===== src/rtl/vga_timing_pkg.sv =====
// Raster timing constants and phase decode shared by the VGA timing slice.
// Holds the 640x480@60 defaults and an 800x600@60 alternate set.
package vga_timing_pkg;

  localparam int VGA_H_FP     = 16;
  localparam int VGA_H_SYNC   = 96;
  localparam int VGA_H_BP     = 48;
  localparam int VGA_H_ACTIVE = 640;
  localparam int VGA_V_FP     = 10;
  localparam int VGA_V_SYNC   = 2;
  localparam int VGA_V_BP     = 33;
  localparam int VGA_V_ACTIVE = 480;

  localparam int SVGA_H_FP     = 40;
  localparam int SVGA_H_SYNC   = 128;
  localparam int SVGA_H_BP     = 88;
  localparam int SVGA_H_ACTIVE = 800;
  localparam int SVGA_V_FP     = 1;
  localparam int SVGA_V_SYNC   = 4;
  localparam int SVGA_V_BP     = 23;
  localparam int SVGA_V_ACTIVE = 600;

  typedef logic [1:0] phase_t;

  localparam phase_t PH_FP   = 2'd0;
  localparam phase_t PH_SYNC = 2'd1;
  localparam phase_t PH_BP   = 2'd2;
  localparam phase_t PH_ACT  = 2'd3;

  function automatic phase_t phase_of(
    input int c,
    input int fp,
    input int sy,
    input int bl
  );
    phase_t ph;
    unique case (1'b1)
      (c < fp):                   ph = PH_FP;
      (c >= fp && c < fp + sy):   ph = PH_SYNC;
      (c >= fp + sy && c < bl):   ph = PH_BP;
      default:                    ph = PH_ACT;
    endcase
    return ph;
  endfunction

endpackage


===== src/rtl/vga_timing_if.sv =====
// Timing outputs of the raster generator, plus the optional
// runtime size-config handshake (VGA_TIMING_RUNTIME_CFG_EN).
interface vga_timing_if #(
  parameter int CW = 10
);

  logic          h_sync;
  logic          v_sync;
  logic          h_active;
  logic          v_active;
  logic          video_on;
  logic          end_line;
  logic          end_frame;
  logic [CW-1:0] h_count;
  logic [CW-1:0] v_count;
  logic [CW-1:0] pixel_x;
  logic [CW-1:0] pixel_y;
`ifdef VGA_TIMING_RUNTIME_CFG_EN
  logic          cfg_valid;
  logic          cfg_ready;
  logic [CW-1:0] cfg_h_active;
  logic [CW-1:0] cfg_v_active;
`endif

  modport master (
`ifdef VGA_TIMING_RUNTIME_CFG_EN
    input  cfg_valid,
    input  cfg_h_active,
    input  cfg_v_active,
    output cfg_ready,
`endif
    output h_sync,
    output v_sync,
    output h_active,
    output v_active,
    output video_on,
    output end_line,
    output end_frame,
    output h_count,
    output v_count,
    output pixel_x,
    output pixel_y
  );

  modport slave (
`ifdef VGA_TIMING_RUNTIME_CFG_EN
    output cfg_valid,
    output cfg_h_active,
    output cfg_v_active,
    input  cfg_ready,
`endif
    input  h_sync,
    input  v_sync,
    input  h_active,
    input  v_active,
    input  video_on,
    input  end_line,
    input  end_frame,
    input  h_count,
    input  v_count,
    input  pixel_x,
    input  pixel_y
  );

endinterface


===== src/rtl/vga_axis_counter.sv =====
// One raster axis: phase counter with sync/active/position decoded
// from the next count so every output matches the count it accompanies.
module vga_axis_counter
  import vga_timing_pkg::*;
#(
  parameter int FP     = VGA_H_FP,
  parameter int SYNC   = VGA_H_SYNC,
  parameter int BP     = VGA_H_BP,
  parameter int ACTIVE = VGA_H_ACTIVE,
  parameter bit POL    = 1'b0,
  parameter int CW     = 10
) (
  input  logic          clk,
  input  logic          rst_,
  input  logic          tick,
  input  logic [CW-1:0] active_len,
  output logic [CW-1:0] count,
  output logic [CW-1:0] pos,
  output logic          sync,
  output logic          active,
  output logic          active_nxt,
  output logic          last_nxt
);

  localparam int BLANK = FP + SYNC + BP;
  localparam logic [CW-1:0] BLANK_W = CW'(BLANK);
  localparam logic [CW-1:0] ONE     = CW'(1);

  if (FP == 0 || SYNC == 0 || BP == 0 || ACTIVE == 0) begin : g_bad_len
    $error("vga_axis_counter: zero-length phase");
  end
  if (BLANK + ACTIVE > 2**CW) begin : g_bad_cw
    $error("vga_axis_counter: total exceeds 2**CW");
  end

  logic [CW-1:0] count_q, count_d;
  logic [CW-1:0] pos_q, pos_d;
  logic [CW-1:0] last_cnt;
  logic          sync_q, sync_d;
  logic          active_q, active_d;
  logic          last_q, last_d;
  phase_t        ph;

  always_comb begin
    last_cnt = BLANK_W + active_len - ONE;
    count_d  = count_q;
    if (tick) count_d = last_q ? '0 : count_q + ONE;
    ph       = phase_of(int'(count_d), FP, SYNC, BLANK);
    sync_d   = ~POL;
    active_d = 1'b0;
    pos_d    = '0;
    unique case (ph)
      PH_SYNC: sync_d = POL;
      PH_ACT: begin
        active_d = 1'b1;
        pos_d    = count_d - BLANK_W;
      end
      default: ;
    endcase
    last_d = (count_d == last_cnt);
  end

  always_ff @(posedge clk or negedge rst_) begin
    if (!rst_) begin
      count_q  <= '0;
      pos_q    <= '0;
      sync_q   <= ~POL;
      active_q <= 1'b0;
      last_q   <= 1'b0;
    end else begin
      count_q  <= count_d;
      pos_q    <= pos_d;
      sync_q   <= sync_d;
      active_q <= active_d;
      last_q   <= last_d;
    end
  end

  assign count      = count_q;
  assign pos        = pos_q;
  assign sync       = sync_q;
  assign active     = active_q;
  assign active_nxt = active_d;
  assign last_nxt   = last_d;

endmodule


===== src/rtl/vga_timing_gen.sv =====
// Two-axis raster timing generator (h/v sync, active, markers, coords).
// VGA_TIMING_RUNTIME_CFG_EN adds a shadowed runtime active-size config.
module vga_timing_gen
  import vga_timing_pkg::*;
#(
  parameter int H_FP       = VGA_H_FP,
  parameter int H_SYNC     = VGA_H_SYNC,
  parameter int H_BP       = VGA_H_BP,
  parameter int H_ACTIVE   = VGA_H_ACTIVE,
  parameter int V_FP       = VGA_V_FP,
  parameter int V_SYNC     = VGA_V_SYNC,
  parameter int V_BP       = VGA_V_BP,
  parameter int V_ACTIVE   = VGA_V_ACTIVE,
  parameter bit H_SYNC_POL = 1'b0,
  parameter bit V_SYNC_POL = 1'b0,
  parameter int CW         = 10
) (
  input  logic clk,
  input  logic rst_,
  input  logic enable,
  vga_timing_if.master vif
);

  logic [CW-1:0] h_len, v_len;
  logic h_act, v_act, h_act_nxt, v_act_nxt;
  logic h_last_nxt, v_last_nxt, v_tick;
  logic video_on_q, video_on_d;
  logic end_line_q, end_line_d;
  logic end_frame_q, end_frame_d;

  assign v_tick = enable & end_line_q;

  vga_axis_counter #(
    .FP(H_FP), .SYNC(H_SYNC), .BP(H_BP), .ACTIVE(H_ACTIVE),
    .POL(H_SYNC_POL), .CW(CW)
  ) u_h (
    .clk        (clk),
    .rst_       (rst_),
    .tick       (enable),
    .active_len (h_len),
    .count      (vif.h_count),
    .pos        (vif.pixel_x),
    .sync       (vif.h_sync),
    .active     (h_act),
    .active_nxt (h_act_nxt),
    .last_nxt   (h_last_nxt)
  );

  vga_axis_counter #(
    .FP(V_FP), .SYNC(V_SYNC), .BP(V_BP), .ACTIVE(V_ACTIVE),
    .POL(V_SYNC_POL), .CW(CW)
  ) u_v (
    .clk        (clk),
    .rst_       (rst_),
    .tick       (v_tick),
    .active_len (v_len),
    .count      (vif.v_count),
    .pos        (vif.pixel_y),
    .sync       (vif.v_sync),
    .active     (v_act),
    .active_nxt (v_act_nxt),
    .last_nxt   (v_last_nxt)
  );

  always_comb begin
    video_on_d  = h_act_nxt & v_act_nxt;
    end_line_d  = h_last_nxt;
    end_frame_d = h_last_nxt & v_last_nxt;
  end

  always_ff @(posedge clk or negedge rst_) begin
    if (!rst_) begin
      video_on_q  <= 1'b0;
      end_line_q  <= 1'b0;
      end_frame_q <= 1'b0;
    end else begin
      video_on_q  <= video_on_d;
      end_line_q  <= end_line_d;
      end_frame_q <= end_frame_d;
    end
  end

  assign vif.h_active  = h_act;
  assign vif.v_active  = v_act;
  assign vif.video_on  = video_on_q;
  assign vif.end_line  = end_line_q;
  assign vif.end_frame = end_frame_q;

`ifdef VGA_TIMING_RUNTIME_CFG_EN
  logic          pend_q, pend_d;
  logic          apply;
  logic [CW-1:0] sh_h_q, sh_h_d, sh_v_q, sh_v_d;
  logic [CW-1:0] h_len_q, h_len_d, v_len_q, v_len_d;

  // Sizes only switch on the wrap out of end_frame, so both axes restart at (0,0).
  assign apply = enable & end_frame_q & pend_q;

  always_comb begin
    pend_d  = pend_q;
    sh_h_d  = sh_h_q;
    sh_v_d  = sh_v_q;
    h_len_d = h_len_q;
    v_len_d = v_len_q;
    if (vif.cfg_valid && !pend_q) begin
      pend_d = 1'b1;
      sh_h_d = (vif.cfg_h_active == '0) ? CW'(H_ACTIVE) : vif.cfg_h_active;
      sh_v_d = (vif.cfg_v_active == '0) ? CW'(V_ACTIVE) : vif.cfg_v_active;
    end
    if (apply) begin
      pend_d  = 1'b0;
      h_len_d = sh_h_q;
      v_len_d = sh_v_q;
    end
  end

  always_ff @(posedge clk or negedge rst_) begin
    if (!rst_) begin
      pend_q  <= 1'b0;
      sh_h_q  <= CW'(H_ACTIVE);
      sh_v_q  <= CW'(V_ACTIVE);
      h_len_q <= CW'(H_ACTIVE);
      v_len_q <= CW'(V_ACTIVE);
    end else begin
      pend_q  <= pend_d;
      sh_h_q  <= sh_h_d;
      sh_v_q  <= sh_v_d;
      h_len_q <= h_len_d;
      v_len_q <= v_len_d;
    end
  end

  assign h_len         = h_len_q;
  assign v_len         = v_len_q;
  assign vif.cfg_ready = ~pend_q;
`else
  assign h_len = CW'(H_ACTIVE);
  assign v_len = CW'(V_ACTIVE);
`endif

endmodule


===== src/flat_wrapper.sv =====
// flat-port wrapper written by rule: the top's interface ports become plain ports
module vga_timing_gen_flat import vga_timing_pkg::*;
#(
  parameter int H_FP       = VGA_H_FP,
  parameter int H_SYNC     = VGA_H_SYNC,
  parameter int H_BP       = VGA_H_BP,
  parameter int H_ACTIVE   = VGA_H_ACTIVE,
  parameter int V_FP       = VGA_V_FP,
  parameter int V_SYNC     = VGA_V_SYNC,
  parameter int V_BP       = VGA_V_BP,
  parameter int V_ACTIVE   = VGA_V_ACTIVE,
  parameter bit H_SYNC_POL = 1'b0,
  parameter bit V_SYNC_POL = 1'b0,
  parameter int CW         = 10
)
  (clk, rst_, enable, vif_h_sync, vif_v_sync, vif_h_active, vif_v_active, vif_video_on, vif_end_line, vif_end_frame, vif_h_count, vif_v_count, vif_pixel_x, vif_pixel_y);
  vga_timing_if #(.CW(CW)) vif_i ();
  input  logic clk;
  input  logic rst_;
  input  logic enable;
  output wire logic [$bits(vif_i.h_sync)-1:0] vif_h_sync;
  output wire logic [$bits(vif_i.v_sync)-1:0] vif_v_sync;
  output wire logic [$bits(vif_i.h_active)-1:0] vif_h_active;
  output wire logic [$bits(vif_i.v_active)-1:0] vif_v_active;
  output wire logic [$bits(vif_i.video_on)-1:0] vif_video_on;
  output wire logic [$bits(vif_i.end_line)-1:0] vif_end_line;
  output wire logic [$bits(vif_i.end_frame)-1:0] vif_end_frame;
  output wire logic [$bits(vif_i.h_count)-1:0] vif_h_count;
  output wire logic [$bits(vif_i.v_count)-1:0] vif_v_count;
  output wire logic [$bits(vif_i.pixel_x)-1:0] vif_pixel_x;
  output wire logic [$bits(vif_i.pixel_y)-1:0] vif_pixel_y;
  assign vif_h_sync = vif_i.h_sync;
  assign vif_v_sync = vif_i.v_sync;
  assign vif_h_active = vif_i.h_active;
  assign vif_v_active = vif_i.v_active;
  assign vif_video_on = vif_i.video_on;
  assign vif_end_line = vif_i.end_line;
  assign vif_end_frame = vif_i.end_frame;
  assign vif_h_count = vif_i.h_count;
  assign vif_v_count = vif_i.v_count;
  assign vif_pixel_x = vif_i.pixel_x;
  assign vif_pixel_y = vif_i.pixel_y;
  vga_timing_gen #(.H_FP(H_FP), .H_SYNC(H_SYNC), .H_BP(H_BP), .H_ACTIVE(H_ACTIVE), .V_FP(V_FP), .V_SYNC(V_SYNC), .V_BP(V_BP), .V_ACTIVE(V_ACTIVE), .H_SYNC_POL(H_SYNC_POL), .V_SYNC_POL(V_SYNC_POL), .CW(CW)) u_core (.clk(clk), .rst_(rst_), .enable(enable), .vif(vif_i));
endmodule

===== config.mk =====
export PLATFORM = sky130hd
export DESIGN_NAME = vga_timing_gen_flat
export DESIGN_NICKNAME = d
export VERILOG_FILES = /design/src/rtl/vga_timing_pkg.sv /design/src/rtl/vga_timing_if.sv /design/src/rtl/vga_axis_counter.sv /design/src/rtl/vga_timing_gen.sv /design/src/flat_wrapper.sv
export SDC_FILE = /design/constraint.sdc
export NUM_CORES = 1
export LEC_CHECK = 0
export ABC_AREA = 1
export CORE_MARGIN = 2
export CORE_UTILIZATION = 50
export DETAILED_ROUTE_END_ITERATION = 10
export PLACE_DENSITY = 0.74
export SLEW_MARGIN = 20
export SYNTH_ARGS = -nofsm -noshare
export SYNTH_HDL_FRONTEND = slang
export SYNTH_SLANG_ARGS = --single-unit

===== constraint.sdc =====
create_clock -name clk -period 3.9 [get_ports clk]
set_input_delay 0.78 -clock clk [delete_from_list [all_inputs] [get_ports clk]]
set_output_delay 0.78 -clock clk [all_outputs]
set_load 0.02 [all_outputs]

==> key figures <==
Outcome
  – Status: finished, final reports clean

Synth
  – Cell Area, Synth: 0.00246 sq mm
  – Seq/Total Area, Yosys: 48.9%
  – Yosys reg bits: 48
  – Netlist cell types: 33
  – Synth area leader: dfrtp_1
  – Syn Inst Count: 288
  – Yosys warnings: 0
  – Post-Syn Nets: ~300
  – Yosys top cell area share: between 40% and 50%
  – Syn avg cell area: 8.55 sq um
  – Top post-synthesis cells by area: dfrtp_1, nand2_1, inv_1

Die
  – Die height: 74.2 um
  – Die X: ~74 um
  – Starting Density: 52.2%
  – Core area: 0.00472 sq mm
  – Number of placed I/O pins: 50
  – Row count: 25
  – DIE AREA: 0.00550 sq mm

Worst setup path
  – CP arrival: 3260 ps
  – End of the worst register-to-register path: u_core.u_v.pos[6]$_DFF_PN0_
  – FF-to-FF setup slack: around 1600 ps
  – R2R depth: 11
  – Crit end category: flip-flop
  – Req. time, crit path: 4100 ps
  – Crit path max fanout: 18
  – CP Launch Type: primary input
  – Worst r2r src: u_core.vif.end_line$_DFF_PN0_
  – Setup Crit Path Kind: in -> reg

Finish
  – Layout area overhead: 26.1%
  – Most frequent cells in the layout: nand2_1, clkdlybuf4s50_1, inv_1
  – Finished Layout Cells: 410
  – Nets: roughly 350
  – Share of layout cells above drive strength 1: 17.2%
  – Antenna diodes: 0
  – Commonest non-fill, non-tap cell in the layout: nand2_1
  – # fillers: between 400 and 500

STA
  – Final period util: 78.5%
  – Hold violation total from the final report: 0
  – Min Tclk post-route: 3060 ps
  – Total Neg Setup Slack: 0 ps
  – Worst slew pin tran: ~600 ps
  – Clock Skew: 4.93 ps
  – Slew margin rel.: 60.7%
  – F_max: 327 MHz
  – Slew Limit Fails: 0
  – RSZ-0062 raised after global routing: false
  – Final setup viols: 0

Power
  – Power per Cell Area: 494 mW/mm^2
  – Worst IR drop on VDD: 0.246 mV
  – Leakage: 1.58 nW

Global routing
  – First-pass GRT wire length: 8740 um
  – Vias in the first global route: slightly below 2,000
  – Gr usage total: 20.9%
  – Largest net degree at the start of global routing: 49
  – Initial antenna violation count: 0
  – Global route overflow: 0

Run
  – MaxCap Viol Count: 0

Drt
  – Final wirelength: 5040 um
  – Vias: 1,962
  – 1st-pass router iterations: 6
  – Post-route ant nets: 0
  – Starting DRT DRC Count: 118
  – Remaining DRCs: 0
  – DR WL/cell: 12.3 um
  – Vias per cell: ~4.8

CTS
  – TritonCTS clock tree: yes
  – H-Tree Depth: 2
  – CTS root buf: clkbuf_8
  – CTS Sinks: 48
  – CTS Hold Bufs: 0
  – TritonCTS buffer count: 5
  – Clock buffer depth: 2
  – Postcts setup bufs: 0
  – Post-CTS sizing: 0
  – Clock transition at path regs: roughly 90 ps
  – Clock latency on the worst-skew pair: 300 ps

Place
  – Dpl cells: 402
  – Detailed Place HPWL: 3870 um
  – Placer congestion estimate: 0.860
  – PortBufs: 49

Worst hold path
  – Hold/Removal Path Class: in -> async
cell type report:
type | instances | area, sq um | area share, %
timing repair buffer | 50 | 495 | 15.9
clock inverter | 2 | 15.0 | 0.483
multi-input combinational | 183 | 1020 | 32.9
clock buffer | 6 | 82.6 | 2.66
sequential | 48 | 1200 | 38.7
tap | 67 | 83.8 | 2.70
inverter | 54 | 205 | 6.60
power breakdown:
| part | internal [mW] | switching (mW) |
|---|---|---|
| combinational | 0.240 | 0.334 |
| sequential | 0.589 | 0.0613 |
| clock | 0.144 | 0.168 |
worst max-delay path, cell delays in order:
cell             delay (ps)
clkdlybuf4s50_1         700
nand2_4                 230
o21ai_1                 390
ha_1                    290
nor2_4                   60
nand2_2                  70
nand2_2                  50
nand2_2                  80
nand2_2                  60
nor2_2                  250
buf_4                   230
nor2_2                   50
cell usage after synthesis:
library cell  number
nand3_1           28
inv_2              6
o21ai_0            6
a21oi_2            1
xnor2_1            1
dfrtp_1           46
a31oi_1            2
nor2_1            29
o211ai_1           1
and2_4             1
o21bai_1           1
a21oi_4            1
nand2_2            9
nor2_4             6
inv_1             47
xor2_1             2
nor2_2            14
o22ai_1            1
a21o_1             2
nor3_1             3
dfstp_2            2
o21ai_1            2
nand4_1            5
o21bai_2           1
a21oi_1            1
nand2_1           52
nor3_2             1
ha_1               6
a21boi_0           1
buf_6              3
nand2_4            1
inv_4              1
nand3_2            5
cells by family (layout without fill, tap and decap cells):
logic type / count (synthesis) / after routing / synth area share (%)
buf+inv: 57 / 112 / 9.70
simple gates: 154 / 154 / 31.7
xor+xnor: 3 / 3 / 1.07
compound gates: 20 / 20 / 5.59
flops: 48 / 48 / 48.9
fa+ha+maj: 6 / 6 / 3.05
state kept, by name, indices dropped and copies added, names as in the netlist:
name                  cells
u_core.u_v.last_q         1
u_core.u_h.pos           10
u_core.u_h.count         10
u_core.u_v.count         10
u_core.u_h.active         1
u_core.u_v.pos           10
u_core.u_v.sync           1
u_core.u_v.active         1
u_core.vif.end_frame      1
u_core.u_h.sync           1
u_core.vif.end_line       1
u_core.vif.video_on       1
per-stage QoR:
| step | area, sq um | util, % | hold slack [ps] | power (mW) | worst slack, ps |
|---|---|---|---|---|---|
| finish | 3110 | 65.8 | 467 | 1.54 | 839 |
| global route | 3110 | 65.8 | 531 | 1.63 | 648 |
| CTS | 3100 | 65.7 | 626 | 1.54 | 849 |
| detailed placement | 3010 | 63.7 | 614 | 1.23 | 521 |
| global placement | 3010 | 63.7 | 612 | 1.23 | 640 |
| floorplan | 2460 | - | 484 | 0.985 | 1520 |
how the worst max path moves through the flow:
stage                     cells past startpoint   start                     endpoint
after floorplan                              14  enable  u_core.u_v.pos[6]$_DFF_PN0_
after global placement                       12  enable  u_core.u_v.pos[6]$_DFF_PN0_
after detailed placement                     12  enable  u_core.u_v.pos[6]$_DFF_PN0_
after CTS                                    12  enable  u_core.u_v.pos[6]$_DFF_PN0_
after global routing                         12  enable  u_core.u_v.pos[6]$_DFF_PN0_
final                                        12  enable  u_core.u_v.pos[6]$_DFF_PN0_
layer usage:
| metal | routed length (um) | track usage (%) | vias to the layer above | part of all wire, % |
|---|---|---|---|---|
| li1 | - | - | 1001 | - |
| met1 | 2310 | 26.6 | 899 | 46 |
| met2 | 2400 | 35.1 | 50 | 48 |
| met3 | 200 | 4.34 | 12 | 4.0 |
| met4 | 129 | 7.88 | 0 | 2.6 |
| met5 | 0 | 0 | - | 0 |
Power figures use the tool's default switching activity.
